[src/rtl/adc_capture_pkg.sv]
// Shared defaults and FSM state type for the ADC sample capture block.
package adc_capture_pkg;

  localparam int DIV_DEF       = 10;
  localparam int DW_DEF        = 12;
  localparam int DEPTH_DEF     = 8;
  localparam int CAP_PHASE_DEF = 7;

  typedef enum logic [1:0] {
    IDLE = 2'd0,
    ARM  = 2'd1,
    RUN  = 2'd2
  } cap_state_e;

endpackage

[src/rtl/sync_fifo.sv]
// Single-clock FIFO with extra-MSB pointers and a registered head-of-queue output.
module sync_fifo #(
  parameter int WIDTH = 12,
  parameter int DEPTH = 8
) (
  input  logic             clk,
  input  logic             rst_n,
  input  logic             push_i,
  input  logic             pop_i,
  input  logic [WIDTH-1:0] wdata_i,
  output logic             full_o,
  output logic             empty_o,
  output logic [WIDTH-1:0] rdata_o
);

  localparam int AW = $clog2(DEPTH);

  logic [WIDTH-1:0] mem [DEPTH];
  logic [AW:0]      wptr_q, wptr_d;
  logic [AW:0]      rptr_q, rptr_d;
  logic [WIDTH-1:0] head_q, head_d;
  logic             do_push, do_pop;

  assign empty_o = (wptr_q == rptr_q);
  assign full_o  = (wptr_q[AW] != rptr_q[AW]) && (wptr_q[AW-1:0] == rptr_q[AW-1:0]);
  assign do_pop  = pop_i && !empty_o;
  assign do_push = push_i && (!full_o || do_pop);

  // Head tracks the entry at the post-update read pointer; bypass the write when it lands there.
  always_comb begin
    wptr_d = wptr_q + {{AW{1'b0}}, do_push};
    rptr_d = rptr_q + {{AW{1'b0}}, do_pop};
    if (do_push && (rptr_d[AW-1:0] == wptr_q[AW-1:0])) begin
      head_d = wdata_i;
    end else begin
      head_d = mem[rptr_d[AW-1:0]];
    end
  end

  always_ff @(posedge clk) begin
    if (do_push) begin
      mem[wptr_q[AW-1:0]] <= wdata_i;
    end
  end

  always_ff @(posedge clk or negedge rst_n) begin
    if (!rst_n) begin
      wptr_q <= '0;
      rptr_q <= '0;
      head_q <= '0;
    end else begin
      wptr_q <= wptr_d;
      rptr_q <= rptr_d;
      head_q <= head_d;
    end
  end

  assign rdata_o = head_q;

endmodule

[src/rtl/adc_sample_capture.sv]
// ADC sample-clock divider, capture FSM and overflow tracking in front of a sample FIFO.
// Define ADC_CAPTURE_TWOS_COMP_EN to convert offset-binary samples to two's complement.
module adc_sample_capture
  import adc_capture_pkg::*;
#(
  parameter int DIV       = DIV_DEF,
  parameter int DW        = DW_DEF,
  parameter int DEPTH     = DEPTH_DEF,
  parameter int CAP_PHASE = CAP_PHASE_DEF
) (
  input  logic          clk_16_384m,
  input  logic          rst_n,
  input  logic          en,
  input  logic [DW-1:0] adc_data,
  output logic          adc_clk,
  output logic [DW-1:0] m_data,
  output logic          m_valid,
  input  logic          m_ready,
  output logic          ovf,
  input  logic          clr_ovf
);

  localparam int CW = (DIV > 1) ? $clog2(DIV) : 1;
  localparam logic [CW-1:0] CNT_LAST = CW'(DIV - 1);
  localparam logic [CW-1:0] CNT_HALF = CW'(DIV / 2 - 1);
  localparam logic [CW-1:0] CNT_CAP  = CW'(CAP_PHASE);

  logic [CW-1:0] cnt_q, cnt_d;
  logic          adc_clk_q, adc_clk_d;
  logic          ovf_q, ovf_d;
  cap_state_e    state_q;
  logic          push, pop, fifo_full, fifo_empty;
  logic [DW-1:0] wdata;

  always_comb begin
    cnt_d     = (cnt_q == CNT_LAST) ? '0 : cnt_q + CW'(1);
    adc_clk_d = adc_clk_q ^ ((cnt_q == CNT_HALF) || (cnt_q == CNT_LAST));
  end

  always_ff @(posedge clk_16_384m or negedge rst_n) begin
    if (!rst_n) begin
      cnt_q     <= '0;
      adc_clk_q <= 1'b0;
    end else begin
      cnt_q     <= cnt_d;
      adc_clk_q <= adc_clk_d;
    end
  end

  // Arming waits for a period boundary so the first capture sees a full period.
  always_ff @(posedge clk_16_384m or negedge rst_n) begin
    if (!rst_n) begin
      state_q <= IDLE;
    end else begin
      case (state_q)
        IDLE:    if (en) state_q <= ARM;
        ARM:     if (!en) state_q <= IDLE;
                 else if (cnt_q == CNT_LAST) state_q <= RUN;
        RUN:     if (!en) state_q <= IDLE;
        default: state_q <= IDLE;
      endcase
    end
  end

  assign push = (state_q == RUN) && (cnt_q == CNT_CAP);
  assign pop  = m_valid && m_ready;

`ifdef ADC_CAPTURE_TWOS_COMP_EN
  assign wdata = {~adc_data[DW-1], adc_data[DW-2:0]};
`else
  assign wdata = adc_data;
`endif

  // A dropped push outranks a clear so no overflow event is ever lost.
  always_comb begin
    ovf_d = ovf_q;
    if (push && fifo_full && !pop) begin
      ovf_d = 1'b1;
    end else if (clr_ovf) begin
      ovf_d = 1'b0;
    end
  end

  always_ff @(posedge clk_16_384m or negedge rst_n) begin
    if (!rst_n) begin
      ovf_q <= 1'b0;
    end else begin
      ovf_q <= ovf_d;
    end
  end

  sync_fifo #(
    .WIDTH (DW),
    .DEPTH (DEPTH)
  ) u_fifo (
    .clk     (clk_16_384m),
    .rst_n   (rst_n),
    .push_i  (push),
    .pop_i   (pop),
    .wdata_i (wdata),
    .full_o  (fifo_full),
    .empty_o (fifo_empty),
    .rdata_o (m_data)
  );

  assign m_valid = !fifo_empty;
  assign adc_clk = adc_clk_q;
  assign ovf     = ovf_q;

endmodule

[config.mk]
export PLATFORM = sky130hd
export DESIGN_NAME = adc_sample_capture
export DESIGN_NICKNAME = d
export VERILOG_FILES = /design/src/rtl/adc_capture_pkg.sv /design/src/rtl/sync_fifo.sv /design/src/rtl/adc_sample_capture.sv
export SDC_FILE = /design/constraint.sdc
export NUM_CORES = 1
export LEC_CHECK = 0
export ABC_AREA = 1
export BUFFER_PORTS_ARGS = -buffer_cell sky130_fd_sc_hd__buf_4
export CAP_MARGIN = 20
export CORE_ASPECT_RATIO = 0.75
export CORE_MARGIN = 3
export CORE_UTILIZATION = 51
export CTS_CLUSTER_DIAMETER = 200
export DETAILED_ROUTE_END_ITERATION = 10
export PLACE_DENSITY = 0.68
export SYNTH_ARGS = -nofsm -noshare
export SYNTH_HDL_FRONTEND = slang
export SYNTH_SLANG_ARGS = --single-unit
[constraint.sdc]
create_clock -name clk_16_384m -period 3.7 [get_ports clk_16_384m]
set_clock_uncertainty 0.1 [all_clocks]
set_input_delay 0.555 -clock clk_16_384m [delete_from_list [all_inputs] [get_ports clk_16_384m]]
set_output_delay 0.555 -clock clk_16_384m [all_outputs]
set_load 0.03 [all_outputs]
==> flow_summary.yaml <==
status:
  outcome: "finished clean"
power_and_ir_drop:
  power.sequential.fraction_pct: 32.5
  irDropWorstVdd_mv: 0.448
  clkPwrFrac_pct: 31.1
  power_report.internal_total_mw: 3.26
  total_switching_power_mw: 1.85
  power_density_nw_per_um2: 833
  power.share.combinational_pct: 36.5
  power_switching_share_pct: 36.2
  power.static_leakage_nw: 2.41
timing:
  setup-violations-final: 0
  timing.final.crit_period_ns: 2.91
  maxSlewViolCount: 0
  tns_ns: 0
  max_clock_freq_mhz: 344
  timing.final.hold_violations: 0
  worst-slew-pin-transition_ns: 0.805
  hold-worst-slack_ns: 0.240
  relative_slew_slack_pct: 46.3
  rsz0062_at_grt: "no"
  period_share_pct: 78.7
final_layout:
  instances_no_fill: 638
  fin_util_pct: 62.7
  total_area_of_multi_input_combinational_cells_um2: 1390
  syn2layout_area_growth_pct: 18.3
  final_nets: 514
  filler_cell_count: 754
  seq_area_um2: 3580
  n_antenna_cell: 0
  drive_above_1_share_pct: 17.2
detailed_routing:
  num_vias: 3369
  postRouteAntennaNets: 0
  vias_per_cell: 5.28
  finalWirelength_um: 10500
  drt_iter0_markers: 464
  drt_pre_antenna_iters: 5
  route.detailed.drc: 0
  avgRoutedWirePerCell_um: 16.4
synthesis:
  yosys_warnings: 0
  yosysUniqueCellTypes: 29
  synth.top_cells.by_area: "sky130_fd_sc_hd__edfxtp_1, sky130_fd_sc_hd__dfrtp_1, sky130_fd_sc_hd__nand2_1, sky130_fd_sc_hd__nor2_1, sky130_fd_sc_hd__o21ai_0"
  synthesis.instances: 451
  synth-edff-count: 96
  synth-seq-area-share_pct: 69.2
  synthArstFlopShare_pct: 22.6
  postSynth.topFlopCell: "sky130_fd_sc_hd__edfxtp_1"
  syn_nets: 472
  synth_top_cell_by_area: "sky130_fd_sc_hd__edfxtp_1"
  synthesized_area_divided_by_synthesized_cell_count_um2: 11.5
  synthDominantCellAreaShare_pct: 55.7
  post_synthesis_cell_area_um2: 5180
  synth.cells.most_frequent: "sky130_fd_sc_hd__edfxtp_1, sky130_fd_sc_hd__nand2_1, sky130_fd_sc_hd__nor2_1, sky130_fd_sc_hd__o21ai_0, sky130_fd_sc_hd__dfrtp_1"
  synth.ff_latch_count: 124
  most_common_cell_in_the_synthesized_netlist: "sky130_fd_sc_hd__edfxtp_1"
clocking:
  cts_htree_levels: 4
  cts.repair.resized: 0
  cts_num_sinks: 124
  worst_setup_hold_path_clk_slew_ns: 0.05
  cts.path.max_buffers: 2
  cts_root_buf: "sky130_fd_sc_hd__clkbuf_16"
  cts_made_buffers: 17
  clock_insertion_delay_worst_skew_ns: 0.41
  cts_tree: "done"
global_routing:
  globalRouteOverflowTotal: 0
  first_global_vias: 3208
  grt_antenna_before_repair: 0
  grt_start_max_net_pins: 50
  global_route.usage.total_pct: 20.2
  first_pass_grt_wire_length_um: 17000
worst_setup_path:
  timing.critical_path.max_delay_family: "buffers and inverters"
  largest_stage_delay_on_the_critical_path_ns: 0.61
  number_of_buffers_and_inverters_on_the_critical_path: 3
  maximum_net_fanout_on_the_critical_path: 48
  crit_type: "reg2reg"
  timing.critical_path.cells: "inv_2, nand2_1, nand2_1, nor2_4, a31oi_1, ha_1, buf_4, inv_2, o21ai_0, o21ai_0, nand2_1, nand2_1, nand2_1, nand2_1"
  crit_required_ns: 3.94
  setup.worst_path.end_class: "flip-flop"
  crit_arrival_ns: 3.16
  crit_path_frequent_cell: "sky130_fd_sc_hd__nand2_1"
  worstSetupStartpointType: "flip-flop"
  critPathSlowestCell: "sky130_fd_sc_hd__inv_2"
  rrSetupSlack_ns: 0.79
floorplan:
  start_util_pct: 53.0
  fp.dieArea_um2: 11400
  chipHeight_um: 93.3
  design.portCount: 32
  chipWidth_um: 122
  floorplan.rows: 31
  core_um2: 9770
placement:
  gp_congestion: 0.743
  dpl.cell_count: 605
  detailed_place_hpwl_um: 6100
  port_buffers: 31
job:
  max-cap-violations: 0
min_path:
  hold_path.class: "in2reg"
-- sequential cells by signal, indices dropped and copies added (netlist names) --
register	cells
adc_clk	1
u_fifo.wptr_q	4
u_fifo.rdata_o	12
state_q	2
u_fifo.mem	96
cnt_q	4
u_fifo.rptr_q	4
ovf	1
-- worst register-to-register path: cells and delay by family (launching register included) --
family	cells	cell delay (ns)
and+or+nand+nor	7	0.57
buffers and inverters	3	0.88
DFF	1	0.57
AOI/OAI and AO/OA	3	0.46
adders and majority gates	1	0.28
-- kinds of logic after synthesis --
kind of cell,synth area share (%)
AOI/OAI and AO/OA,7.66
xor gates and xnor gates,1.67
adders and majority gates,0.966
buffers and inverters,4.44
DFF,69.2
and+or+nand+nor,16.1
-- routing by layer --
layer / GRT usage (%) / up-vias / wire length [um]
met5: 0 / - / 0
met2: 28.6 / 126 / 4560
met3: 5.68 / 28 / 785
met4: 9.13 / 0 / 288
li1: - / 1638 / -
met1: 29.0 / 1577 / 4830
-- area by class of cell --
cell class / instances / area share (%)
flip-flops and latches: 124 / 58.5
multi-input cells: 284 / 22.6
clock buffers: 23 / 7.80
repair buffers: 46 / 5.68
well taps: 132 / 2.69
clock inverters: 9 / 1.51
inverters: 20 / 1.22
-- power by group through the flow --
stage	combinational, mW	clock [mW]	sequential [mW]
detailed placement	1.84	0	1.68
CTS	1.85	1.61	1.66
global route	2.12	1.68	1.66
finish	1.86	1.59	1.66
global placement	1.82	0	1.68
floorplan	1.34	0	1.81
-- placed cells by master, fill, tap and decap left out, drive strengths merged, types with 4 or more instances in the layout --
cell type  instances
o21ai             75
edfxtp            96
nor3               4
buf               45
xor2               4
dfrtp             28
ha                 4
nand4             15
nand3              9
inv               20
nor2              80
clkinv             7
nand2             83
xnor2              5
clkbuf            23
-- per-stage QoR --
step / cell area [um^2] / power [mW] / setup WS (ns)
final: 6130 / 5.11 / 0.789
after global placement: 5550 / 3.50 / 0.897
after floorplan: 5180 / 3.15 / 1.38
after CTS: 6130 / 5.12 / 0.797
after detailed placement: 5550 / 3.52 / 0.840
after global routing: 6130 / 5.47 / 0.477
-- timing repair --
item / in CTS / in global routing
endpoints found under the hold margin: 28 / 0
hold buffers: 1 / 0
setup buffers: 0 / 0
-- path summary, 6_finish.rpt --
| check | cells after the start | start | to |
|---|---|---|---|
| setup / recovery | 14 | u_fifo.wptr_q[0]$_DFF_PN0_ | u_fifo.rdata_o[5]$_DFF_PN0_ |
| hold / removal | 2 | clr_ovf | ovf$_DFFE_PN0P_ |
| max in group asynchronous | 2 | rst_n | cnt_q[1]$_DFF_PN0_ |
| setup reg to reg | 14 | u_fifo.wptr_q[0]$_DFF_PN0_ | u_fifo.rdata_o[5]$_DFF_PN0_ |
| min in group asynchronous | 2 | rst_n | u_fifo.rptr_q[3]$_DFF_PN0_ |
| hold reg to reg | 1 | adc_clk$_DFF_PN0_ | adc_clk$_DFF_PN0_ |
(Power assumes the default switching activity.)
